==> src/rtl/retire_commit_wide_if.sv <==
// Bundle between the ROB commit window and the retire stage, plus the retire
// stage's commit/free, store, BTB, redirect and status outputs.
interface retire_commit_wide_if #(
  parameter int RETIRE_WIDTH = 2,
  parameter int ROB_WIDTH    = 5,
  parameter int PHY_WIDTH    = 6,
  parameter int ADDR_WIDTH   = 32,
  parameter int SID_WIDTH    = 4
);
  localparam int W  = RETIRE_WIDTH;
  localparam int CW = $clog2(RETIRE_WIDTH + 1);

  logic                    flush;
  logic [ROB_WIDTH-1:0]    rob_head;
  logic [ROB_WIDTH:0]      rob_count;
  logic [W-1:0]            win_finish;
  logic [7*W-1:0]          win_opcode;
  logic [5*W-1:0]          win_rd_arch;
  logic [PHY_WIDTH*W-1:0]  win_rd_phy_old;
  logic [PHY_WIDTH*W-1:0]  win_rd_phy_new;
  logic [SID_WIDTH*W-1:0]  win_store_id;
  logic [W-1:0]            win_mispredict;
  logic [W-1:0]            win_taken;
  logic [ADDR_WIDTH*W-1:0] win_target;
  logic [ADDR_WIDTH*W-1:0] win_pc;

  logic [CW-1:0]           retire_count;
  logic [W-1:0]            pr_valid;
  logic [5*W-1:0]          pr_rd_arch;
  logic [PHY_WIDTH*W-1:0]  pr_phy_old;
  logic [PHY_WIDTH*W-1:0]  pr_phy_new;
  logic                    store_valid;
  logic [SID_WIDTH-1:0]    store_id;
  logic                    btb_valid;
  logic [ADDR_WIDTH-1:0]   btb_pc;
  logic [ADDR_WIDTH-1:0]   btb_target;
  logic                    btb_taken;
  logic                    isFlush;
  logic [ADDR_WIDTH-1:0]   targetPC;
  logic                    done_valid;
  logic [63:0]             instret;

  modport master (
    output flush, rob_head, rob_count, win_finish, win_opcode, win_rd_arch,
           win_rd_phy_old, win_rd_phy_new, win_store_id, win_mispredict,
           win_taken, win_target, win_pc,
    input  retire_count, pr_valid, pr_rd_arch, pr_phy_old, pr_phy_new,
           store_valid, store_id, btb_valid, btb_pc, btb_target, btb_taken,
           isFlush, targetPC, done_valid, instret
  );

  modport slave (
    input  flush, rob_head, rob_count, win_finish, win_opcode, win_rd_arch,
           win_rd_phy_old, win_rd_phy_new, win_store_id, win_mispredict,
           win_taken, win_target, win_pc,
    output retire_count, pr_valid, pr_rd_arch, pr_phy_old, pr_phy_new,
           store_valid, store_id, btb_valid, btb_pc, btb_target, btb_taken,
           isFlush, targetPC, done_valid, instret
  );
endinterface

==> src/rtl/retire_commit_wide.sv <==
// In-order multi-lane commit: pops finished ROB head entries, truncating the
// group at the first store, control-flow op, mispredict or SYSTEM.
module retire_commit_wide #(
  parameter int RETIRE_WIDTH  = 2,
  parameter int NUM_ROB_ENTRY = 32,
  parameter int ROB_WIDTH     = 5,
  parameter int PHY_WIDTH     = 6,
  parameter int ADDR_WIDTH    = 32,
  parameter int SID_WIDTH     = 4
) (
  input logic                  clk,
  input logic                  rst,
  retire_commit_wide_if.slave  bus
);
  localparam int W  = RETIRE_WIDTH;
  localparam int CW = $clog2(RETIRE_WIDTH + 1);

  localparam logic [6:0] OP_LUI    = 7'b0110111;
  localparam logic [6:0] OP_AUIPC  = 7'b0010111;
  localparam logic [6:0] OP_JAL    = 7'b1101111;
  localparam logic [6:0] OP_JALR   = 7'b1100111;
  localparam logic [6:0] OP_BRANCH = 7'b1100011;
  localparam logic [6:0] OP_LOAD   = 7'b0000011;
  localparam logic [6:0] OP_STORE  = 7'b0100011;
  localparam logic [6:0] OP_IMM    = 7'b0010011;
  localparam logic [6:0] OP_REG    = 7'b0110011;
  localparam logic [6:0] OP_SYSTEM = 7'b1110011;

  typedef enum logic [1:0] {S_RUN, S_FLUSH, S_HALT} state_e;

  function automatic logic writes_rd(input logic [6:0] op);
    return (op == OP_REG) || (op == OP_IMM) || (op == OP_LUI) || (op == OP_AUIPC) ||
           (op == OP_LOAD) || (op == OP_JAL) || (op == OP_JALR);
  endfunction

  function automatic logic is_cf(input logic [6:0] op);
    return (op == OP_BRANCH) || (op == OP_JAL) || (op == OP_JALR);
  endfunction

  state_e                  state_q, state_d;
  logic [W-1:0]            pr_valid_q;
  logic [5*W-1:0]          pr_rd_arch_q;
  logic [PHY_WIDTH*W-1:0]  pr_phy_old_q, pr_phy_new_q;
  logic                    store_valid_q, btb_valid_q, btb_taken_q;
  logic [SID_WIDTH-1:0]    store_id_q;
  logic [ADDR_WIDTH-1:0]   btb_pc_q, btb_target_q, targetpc_q;
  logic [63:0]             instret_q;

  logic [W-1:0]            prv;
  logic [CW-1:0]           cnt;
  logic                    open, st_hit, br_hit, br_tk, sys_hit, misp_hit;
  logic [SID_WIDTH-1:0]    st_id;
  logic [ADDR_WIDTH-1:0]   br_pc, br_tgt, misp_tgt;
  logic [6:0]              op;

  wire [ROB_WIDTH-1:0] unused_dbg = bus.rob_head ^ ROB_WIDTH'(NUM_ROB_ENTRY - 1);

  // Lane scan: each lane retires only if every older lane retired and did not close the group.
  always_comb begin
    prv      = '0;
    cnt      = '0;
    st_hit   = 1'b0;
    br_hit   = 1'b0;
    br_tk    = 1'b0;
    sys_hit  = 1'b0;
    misp_hit = 1'b0;
    st_id    = '0;
    br_pc    = '0;
    br_tgt   = '0;
    misp_tgt = '0;
    op       = '0;
    open     = (state_q == S_RUN) && !bus.flush && !rst;
    for (int i = 0; i < W; i++) begin
      op = bus.win_opcode[i*7 +: 7];
      if (open && ((ROB_WIDTH+1)'(i) < bus.rob_count) && bus.win_finish[i]) begin
        cnt    = cnt + CW'(1);
        prv[i] = writes_rd(op) && (bus.win_rd_arch[i*5 +: 5] != 5'd0);
        if (op == OP_STORE) begin
          st_hit = 1'b1;
          st_id  = bus.win_store_id[i*SID_WIDTH +: SID_WIDTH];
        end
        if (is_cf(op)) begin
          br_hit = 1'b1;
          br_pc  = bus.win_pc[i*ADDR_WIDTH +: ADDR_WIDTH];
          br_tgt = bus.win_target[i*ADDR_WIDTH +: ADDR_WIDTH];
          br_tk  = bus.win_taken[i];
        end
        if (op == OP_SYSTEM) sys_hit = 1'b1;
        if (bus.win_mispredict[i]) begin
          misp_hit = 1'b1;
          misp_tgt = bus.win_target[i*ADDR_WIDTH +: ADDR_WIDTH];
        end
        if ((op == OP_STORE) || is_cf(op) || (op == OP_SYSTEM) || bus.win_mispredict[i])
          open = 1'b0;
      end else begin
        open = 1'b0;
      end
    end
  end

  always_comb begin
    state_d = state_q;
    unique case (state_q)
      S_RUN: begin
        if (sys_hit)       state_d = S_HALT;
        else if (misp_hit) state_d = S_FLUSH;
      end
      S_FLUSH: state_d = S_RUN;
      S_HALT:  state_d = S_HALT;
      default: state_d = S_RUN;
    endcase
    if (bus.flush && (state_q != S_HALT)) state_d = S_RUN;
  end

  // Commit register stage: every side effect appears one cycle after its pop edge.
  always_ff @(posedge clk) begin
    if (rst) begin
      state_q       <= S_RUN;
      pr_valid_q    <= '0;
      pr_rd_arch_q  <= '0;
      pr_phy_old_q  <= '0;
      pr_phy_new_q  <= '0;
      store_valid_q <= 1'b0;
      store_id_q    <= '0;
      btb_valid_q   <= 1'b0;
      btb_pc_q      <= '0;
      btb_target_q  <= '0;
      btb_taken_q   <= 1'b0;
      targetpc_q    <= '0;
      instret_q     <= '0;
    end else begin
      state_q       <= state_d;
      pr_valid_q    <= prv;
      pr_rd_arch_q  <= bus.win_rd_arch;
      pr_phy_old_q  <= bus.win_rd_phy_old;
      pr_phy_new_q  <= bus.win_rd_phy_new;
      store_valid_q <= st_hit;
      store_id_q    <= st_id;
      btb_valid_q   <= br_hit;
      btb_pc_q      <= br_pc;
      btb_target_q  <= br_tgt;
      btb_taken_q   <= br_tk;
      if (misp_hit && !sys_hit) targetpc_q <= misp_tgt;
      instret_q     <= instret_q + 64'(cnt);
    end
  end

  assign bus.retire_count = cnt;
  assign bus.pr_valid     = pr_valid_q;
  assign bus.pr_rd_arch   = pr_rd_arch_q;
  assign bus.pr_phy_old   = pr_phy_old_q;
  assign bus.pr_phy_new   = pr_phy_new_q;
  assign bus.store_valid  = store_valid_q;
  assign bus.store_id     = store_id_q;
  assign bus.btb_valid    = btb_valid_q;
  assign bus.btb_pc       = btb_pc_q;
  assign bus.btb_target   = btb_target_q;
  assign bus.btb_taken    = btb_taken_q;
  assign bus.isFlush      = (state_q == S_FLUSH);
  assign bus.targetPC     = targetpc_q;
  assign bus.done_valid   = (state_q == S_HALT);
  assign bus.instret      = instret_q;
endmodule

==> src/flat_wrapper.sv <==
// flat-port wrapper written by rule: the top's interface ports become plain ports
module retire_commit_wide_flat 
#(
  parameter int RETIRE_WIDTH  = 2,
  parameter int NUM_ROB_ENTRY = 32,
  parameter int ROB_WIDTH     = 5,
  parameter int PHY_WIDTH     = 6,
  parameter int ADDR_WIDTH    = 32,
  parameter int SID_WIDTH     = 4
)
  (clk, rst, bus_flush, bus_rob_head, bus_rob_count, bus_win_finish, bus_win_opcode, bus_win_rd_arch, bus_win_rd_phy_old, bus_win_rd_phy_new, bus_win_store_id, bus_win_mispredict, bus_win_taken, bus_win_target, bus_win_pc, bus_retire_count, bus_pr_valid, bus_pr_rd_arch, bus_pr_phy_old, bus_pr_phy_new, bus_store_valid, bus_store_id, bus_btb_valid, bus_btb_pc, bus_btb_target, bus_btb_taken, bus_isFlush, bus_targetPC, bus_done_valid, bus_instret);
  retire_commit_wide_if #(.RETIRE_WIDTH(RETIRE_WIDTH), .ROB_WIDTH(ROB_WIDTH), .PHY_WIDTH(PHY_WIDTH), .ADDR_WIDTH(ADDR_WIDTH), .SID_WIDTH(SID_WIDTH)) bus_i ();
  input logic clk;
  input logic rst;
  input wire logic [$bits(bus_i.flush)-1:0] bus_flush;
  input wire logic [$bits(bus_i.rob_head)-1:0] bus_rob_head;
  input wire logic [$bits(bus_i.rob_count)-1:0] bus_rob_count;
  input wire logic [$bits(bus_i.win_finish)-1:0] bus_win_finish;
  input wire logic [$bits(bus_i.win_opcode)-1:0] bus_win_opcode;
  input wire logic [$bits(bus_i.win_rd_arch)-1:0] bus_win_rd_arch;
  input wire logic [$bits(bus_i.win_rd_phy_old)-1:0] bus_win_rd_phy_old;
  input wire logic [$bits(bus_i.win_rd_phy_new)-1:0] bus_win_rd_phy_new;
  input wire logic [$bits(bus_i.win_store_id)-1:0] bus_win_store_id;
  input wire logic [$bits(bus_i.win_mispredict)-1:0] bus_win_mispredict;
  input wire logic [$bits(bus_i.win_taken)-1:0] bus_win_taken;
  input wire logic [$bits(bus_i.win_target)-1:0] bus_win_target;
  input wire logic [$bits(bus_i.win_pc)-1:0] bus_win_pc;
  output wire logic [$bits(bus_i.retire_count)-1:0] bus_retire_count;
  output wire logic [$bits(bus_i.pr_valid)-1:0] bus_pr_valid;
  output wire logic [$bits(bus_i.pr_rd_arch)-1:0] bus_pr_rd_arch;
  output wire logic [$bits(bus_i.pr_phy_old)-1:0] bus_pr_phy_old;
  output wire logic [$bits(bus_i.pr_phy_new)-1:0] bus_pr_phy_new;
  output wire logic [$bits(bus_i.store_valid)-1:0] bus_store_valid;
  output wire logic [$bits(bus_i.store_id)-1:0] bus_store_id;
  output wire logic [$bits(bus_i.btb_valid)-1:0] bus_btb_valid;
  output wire logic [$bits(bus_i.btb_pc)-1:0] bus_btb_pc;
  output wire logic [$bits(bus_i.btb_target)-1:0] bus_btb_target;
  output wire logic [$bits(bus_i.btb_taken)-1:0] bus_btb_taken;
  output wire logic [$bits(bus_i.isFlush)-1:0] bus_isFlush;
  output wire logic [$bits(bus_i.targetPC)-1:0] bus_targetPC;
  output wire logic [$bits(bus_i.done_valid)-1:0] bus_done_valid;
  output wire logic [$bits(bus_i.instret)-1:0] bus_instret;
  assign bus_i.flush = bus_flush;
  assign bus_i.rob_head = bus_rob_head;
  assign bus_i.rob_count = bus_rob_count;
  assign bus_i.win_finish = bus_win_finish;
  assign bus_i.win_opcode = bus_win_opcode;
  assign bus_i.win_rd_arch = bus_win_rd_arch;
  assign bus_i.win_rd_phy_old = bus_win_rd_phy_old;
  assign bus_i.win_rd_phy_new = bus_win_rd_phy_new;
  assign bus_i.win_store_id = bus_win_store_id;
  assign bus_i.win_mispredict = bus_win_mispredict;
  assign bus_i.win_taken = bus_win_taken;
  assign bus_i.win_target = bus_win_target;
  assign bus_i.win_pc = bus_win_pc;
  assign bus_retire_count = bus_i.retire_count;
  assign bus_pr_valid = bus_i.pr_valid;
  assign bus_pr_rd_arch = bus_i.pr_rd_arch;
  assign bus_pr_phy_old = bus_i.pr_phy_old;
  assign bus_pr_phy_new = bus_i.pr_phy_new;
  assign bus_store_valid = bus_i.store_valid;
  assign bus_store_id = bus_i.store_id;
  assign bus_btb_valid = bus_i.btb_valid;
  assign bus_btb_pc = bus_i.btb_pc;
  assign bus_btb_target = bus_i.btb_target;
  assign bus_btb_taken = bus_i.btb_taken;
  assign bus_isFlush = bus_i.isFlush;
  assign bus_targetPC = bus_i.targetPC;
  assign bus_done_valid = bus_i.done_valid;
  assign bus_instret = bus_i.instret;
  retire_commit_wide #(.RETIRE_WIDTH(RETIRE_WIDTH), .NUM_ROB_ENTRY(NUM_ROB_ENTRY), .ROB_WIDTH(ROB_WIDTH), .PHY_WIDTH(PHY_WIDTH), .ADDR_WIDTH(ADDR_WIDTH), .SID_WIDTH(SID_WIDTH)) u_core (.clk(clk), .rst(rst), .bus(bus_i));
endmodule
==> config.mk <==
export PLATFORM = sky130hd
export DESIGN_NAME = retire_commit_wide_flat
export DESIGN_NICKNAME = d
export VERILOG_FILES = /design/src/rtl/retire_commit_wide_if.sv /design/src/rtl/retire_commit_wide.sv /design/src/flat_wrapper.sv
export SDC_FILE = /design/constraint.sdc
export NUM_CORES = 1
export LEC_CHECK = 0
export CORE_UTILIZATION = 25
export DETAILED_ROUTE_END_ITERATION = 7
export GPL_ROUTABILITY_DRIVEN = 0
export MAX_ROUTING_LAYER = met4
export PLACE_DENSITY = 0.61
export REMOVE_ABC_BUFFERS = 1
export SYNTH_ARGS = -nofsm -noshare
export SYNTH_HDL_FRONTEND = slang
export SYNTH_SLANG_ARGS = --single-unit
export TNS_END_PERCENT = 10
==> constraint.sdc <==
create_clock -name clk -period 6.1 [get_ports clk]
set_input_delay 0.61 -clock clk [delete_from_list [all_inputs] [get_ports clk]]
set_output_delay 0.61 -clock clk [all_outputs]
set_load 0.01 [all_outputs]
==> results of run 1 <==
[through the flow]
stage          std cells  cell area (um^2)  util, %  setup WS [ns]  hold WS, ns
3_5_place_dp        1794             13290    38.28          1.003       0.5016
4_1_cts             1837             14100    40.63          1.533       0.5082
2_1_floorplan        916              8453        -         -2.191       0.5021
5_1_grt             1840             14110    40.65          1.355       0.5309
3_3_place_gp        1794             13290    38.28          1.015       0.4800
[routing by layer]
metal,global-route usage [%]
met1,23.06
met2,31.77
met3,5.368
met4,4.523
met5,-
[logic make-up after synthesis]
family / share of synthesized area [%]
AO/OA/AOI/OAI: 18.59
XOR/XNOR: 3.761
adder cells (fa/ha/maj): 0.6504
buffers and inverters: 5.118
flip-flops: 46.37
multiplexers: 0.2545
AND/OR/NAND/NOR: 25.25
==> reports/results.txt, run 1 <==
The mapped netlist covers 8850 um^2. The run stopped with a tool error. The floorplan has 68 rows. The leftover overflow at the end of global routing is 0, and the die outline width is 190.1 um.

The share of the synthesized area in the top cell type came out at 46.37%. The flow stopped in detailed routing. The effective utilization at floorplan was 25.49%; the sum of net half-perimeters after detailed placement was 24300 um. CTS saw 205 sinks. For the maximum number of pins on one net before global-route repair, the log shows 80. The via count of the first global-routing pass was 9015; the total track usage was 19.23%.

Number of hold buffers added after cts: 0. The number of primary I/O pins came out at 411. The tool reported: "[ERROR DRT-0255] Maze Route cannot find path of net clk in worker of routeBox ( 144900 96600 ) ( 190145 144900 )". The library cell with the largest summed area after synthesis is sky130_fd_sc_hd__dfxtp_1. The first global-routing pass estimated 52920 um of wire.

Sorting the synthesized cells by area gives the leading types as sky130_fd_sc_hd__dfxtp_1 (46%), sky130_fd_sc_hd__a211oi_1 (5.6%), sky130_fd_sc_hd__nand3_1 (5.0%), sky130_fd_sc_hd__nand4_1 (4.0%), sky130_fd_sc_hd__o21ai_0 (3.8%). The count of instances resized after the clock tree is built was 0. The clock buffer count from CTS was 26; the number of buffer cells added on primary ports was 405.

By instance count, the leading cell after synthesis is sky130_fd_sc_hd__dfxtp_1. Ranked by instance count, the synthesized netlist is headed by sky130_fd_sc_hd__dfxtp_1 (205), sky130_fd_sc_hd__nand3_1 (89), sky130_fd_sc_hd__o21ai_0 (68), sky130_fd_sc_hd__a211oi_1 (66), sky130_fd_sc_hd__nand2_1 (61). The distinct cell type count after synthesis is 54.

The most used flip-flop cell after synthesis is sky130_fd_sc_hd__dfxtp_1. In this run the post-CTS setup repair buffer count came out at 0. The die outline height was 190.1 um. The async set or reset register ratio after synthesis came out at 0%. For the level count of the clock H-tree, the log shows 1. The number of synthesized flops with an enable pin is 0, and the initial antenna violation count is 4. Clock root buffer master: sky130_fd_sc_hd__clkbuf_16. Counting along the longest clock path gives a buffer depth of 3. Synthesis produced 1005 cells. Sequential elements use 46.37% of the synthesized area. The synthesized design contains 205 register bits. Yosys printed 0 warnings. A synthesized cell averages 8.806 um^2.
==> inputs of run 2 (changes only) <==
--- a/config.mk
+++ b/config.mk
@@ -5,11 +5,10 @@
 export SDC_FILE = /design/constraint.sdc
 export NUM_CORES = 1
 export LEC_CHECK = 0
-export CORE_UTILIZATION = 25
+export CORE_UTILIZATION = 20
 export DETAILED_ROUTE_END_ITERATION = 7
 export GPL_ROUTABILITY_DRIVEN = 0
-export MAX_ROUTING_LAYER = met4
-export PLACE_DENSITY = 0.61
+export PLACE_DENSITY_LB_ADDON = 0.15
 export REMOVE_ABC_BUFFERS = 1
 export SYNTH_ARGS = -nofsm -noshare
 export SYNTH_HDL_FRONTEND = slang
==> reports/results.txt, run 2 <==
Number of synthesized flops with an enable pin: 0 (unchanged). The tools report the cell count after synthesis as 1005 (unchanged). The worst slack at placement was 1.163 ns (+0.1600 ns); the minimum period implied by the final worst setup slack was 4.395 ns. The post-synthesis to final-layout area growth is 62.73%. The flow ran to the end, and the final reports show no timing, DRC or antenna violations. Among all flip-flop cells after synthesis, the most frequent one is sky130_fd_sc_hd__dfxtp_1.

The fill cell total of the finished layout is 4612, and the count of instances resized after the clock tree is built is 0 (unchanged). For this run, the detailed router's first-pass iteration total came to 4. The path type of the worst setup path is in2reg. The number of rows in the core area is 76 (+12%), and the final period utilization is 72.05%.

For the total cell area at the placement stage, the log shows 13480 um^2 (+1.4%). The run gives 25170 um (+3.6%) as the sum of net half-perimeters after detailed placement. The post-route total power is 0.003346 W, and the routed wire length per instance is 18.83 um. Clock-pin slew was measured on the worst setup and hold paths at 0.06 ns.

The sum of negative setup slack was 0 ns; the routed wire length was 37200 um. The most common library cell in the layout ignoring fill and taps was sky130_fd_sc_hd__clkdlybuf4s50_1. For the final database, setup skew stands at 0.01115 ns. The power density relative to cell area is 232.4 nW/um^2, and the TritonCTS sink count is 205 (unchanged). Setup violations remaining at the end of the flow were counted as 0.

The headroom to the max-slew limit came out at 33.45%. The number of buffer cells added on primary ports was 405 (unchanged). The total count of hold-check failures in the final report is 0, and the slew at the pin with the worst max-slew slack is 0.9959 ns. TritonCTS built the clock tree.

The critical path endpoint category was a register. The largest fanout of any net on the critical path came out at 12. At the worst endpoint, the required time is 6.53 ns. The leftover overflow at the end of global routing was 0 (unchanged).

The final route contains 9254 vias. The post-synthesis average cell area was 8.806 um^2 (unchanged). The min-delay analysis places its worst path in the category reg2reg.

The logs give 72 (-10%) for the maximum number of pins on one net before global-route repair and 447 for the number of design-rule violations left by the first detailed-router iteration. The synthesis-stage register bit count works out to 205 (unchanged). The tools report the number of max-cap violations as 0. Number of hold buffers added after cts: 0 (unchanged).

The share of layout cells above drive strength 1 works out to 6.551%. Using the TritonRoute via totals, the vias-per-cell ratio works out to 4.686. Count of buffers added by post-CTS timing repair for setup: 0 (unchanged).

The floorplan step defined a die boundary enclosing 45090 um^2. The most numerous cell in the Yosys netlist is sky130_fd_sc_hd__dfxtp_1. The run gives 3 (unchanged) as the maximum root-to-sink buffer count. Across all hold checks on the routed design, the worst slack comes to 0.4944 ns.

The logs give 0.1572 mV for the maximum VDD drop and 56270 um (+6.3%) for the first-pass GRT wire length. The clock root buffer master is sky130_fd_sc_hd__clkbuf_16. In this run the static leakage power is 4.506 nW. The tools report the startpoint type of the worst setup path as an input pin. The floorplan step defined a core boundary enclosing 43360 um^2. In the routed design, unresolved DRC markers number 0. For the worst setup path, the data arrival time is 4.83 ns. Remaining number of nets flagged by the antenna check after routing: 0. For the warning count from the yosys run, the log shows 0 (unchanged). The die outline height was 212.4 um (+12%); the via count of the first global-routing pass was 9123 (+1.2%).

The die outline width was 212.4 um (+12%). The register with the most flip-flops in the layout has 64 of them. The mapped cell area was 8850 um^2 (unchanged). The share of the synthesized area in the top cell type is 46.37% (unchanged), and the async set or reset register ratio after synthesis is 0% (unchanged). The run gives 0 as the final count of pins violating max slew. Ranked by instance count, the synthesized netlist is headed by sky130_fd_sc_hd__dfxtp_1 (205), sky130_fd_sc_hd__nand3_1 (89), sky130_fd_sc_hd__o21ai_0 (68), sky130_fd_sc_hd__a211oi_1 (66), sky130_fd_sc_hd__nand2_1 (61).

Timing would allow up to 0.2275 GHz. After synthesis, the cell types taking the most area are sky130_fd_sc_hd__dfxtp_1 (46%), sky130_fd_sc_hd__a211oi_1 (5.6%), sky130_fd_sc_hd__nand3_1 (5.0%), sky130_fd_sc_hd__nand4_1 (4.0%), sky130_fd_sc_hd__o21ai_0 (3.8%). In the layout the commonest cells are sky130_fd_sc_hd__clkdlybuf4s50_1 (404), sky130_fd_sc_hd__dfxtp_1 (205), sky130_fd_sc_hd__nand3_1 (89). The tools report the portion of the post-synthesis area used by sequential elements as 46.37% (unchanged).

The effective utilization at floorplan came out at 20.41% (-5.1 points). In the final design database the tool counted 1577 nets. The insertion delay to the later sink of the worst-skew pair is 0.55 ns. Setup repair after global routing left no endpoint under its margin. The total track usage was 16.08% (-3.1 points). The run gives 1 (unchanged) as the level count of the clock H-tree. Final cell area excluding filler cells: 14400 um^2. The tools report the initial antenna violation count as 2 (-2). sky130_fd_sc_hd__dfxtp_1 takes more of the synthesized area than any other cell. Setup slack on the critical path of the routed design comes to 1.705 ns.

The tools report the clock buffer count from CTS as 28 (+7.7%). The number of primary I/O pins is 411 (unchanged), and the distinct cell type count after synthesis is 54 (unchanged).
## run 2: cells by family after synthesis
| group | share of synthesized area (%) |
|---|---|
| DFF | 46.37 |
| xor gates and xnor gates | 3.761 |
| adders and majority gates | 0.6504 |
| AOI/OAI and AO/OA | 18.59 |
| muxes | 0.2545 |
| buffers and inverters | 5.118 |
| and+or+nand+nor | 25.25 |
## run 2: through the flow
step | instances | utilization (%)
finish | 1975 | 33.21
global route | 1975 | 33.21
CTS | 1974 | 33.21
detailed placement | 1924 | 31.08
global placement | 1924 | 31.08
floorplan | 916 | -
## run 2: report_power, final
part | total [W] | internal [W] | leakage, nW | switching (W)
registers | 0.00137 | 0.00136 | 1.66 | 0.00000851
logic | 0.000311 | 0.000176 | 2.40 | 0.000136
clock network | 0.00167 | 0.00103 | 0.442 | 0.000635
total | 0.00335 | 0.00257 | 4.51 | 0.000779
## run 2: worst paths after layout
path | startpoint | to | slack (ns) | cells after the start
max | bus_rob_count[5] | u_core.bus.instret[46] | 1.70 | 14
min | u_core.bus.instret[62] | u_core.bus.instret[62] | 0.49 | 2
max reg2reg | u_core.state_q[1] | u_core.bus.instret[46] | 2.17 | 13
min reg2reg | u_core.bus.instret[62] | u_core.bus.instret[62] | 0.49 | 2
## run 2: layer usage
| layer | GRT usage (%) | wire, um | vias up |
|---|---|---|---|
| met4 | 4.490 | 758 | 0 |
| met1 | 19.68 | 15640 | 4417 |
| met3 | 6.411 | 3858 | 43 |
| li1 | - | - | 4451 |
| met5 | 0.1112 | 0 | - |
| met2 | 25.94 | 16940 | 343 |
## run 2: area by class of cell
class | instances | area (um^2) | share of cell area (%)
Multi-Input combinational cell | 696 | 4372 | 30.36
Tap cell | 585 | 732.0 | 5.083
Clock inverter | 7 | 115.1 | 0.7993
Antenna cell | 1 | 2.502 | 0.01738
Timing Repair Buffer | 423 | 4212 | 29.24
Clock buffer | 43 | 808.3 | 5.613
Sequential cell | 205 | 4104 | 28.50
Inverter | 15 | 56.30 | 0.3910
## run 2: worst max-delay path, stage by stage
cell and delay, ns:
sky130_fd_sc_hd__clkdlybuf4s50_1 0.39, sky130_fd_sc_hd__or4_4 0.56, sky130_fd_sc_hd__nor2_1 0.42, sky130_fd_sc_hd__nor4_4 0.10, sky130_fd_sc_hd__and2_1 0.21, sky130_fd_sc_hd__ha_1 0.31, sky130_fd_sc_hd__ha_1 0.20, sky130_fd_sc_hd__inv_1 0.07
sky130_fd_sc_hd__fa_1 0.50, sky130_fd_sc_hd__nor4_2 0.32, sky130_fd_sc_hd__buf_4 0.26, sky130_fd_sc_hd__nand3_2 0.14, sky130_fd_sc_hd__or3_1 0.40, sky130_fd_sc_hd__mux2_1 0.32
(Power assumes the default switching activity.)
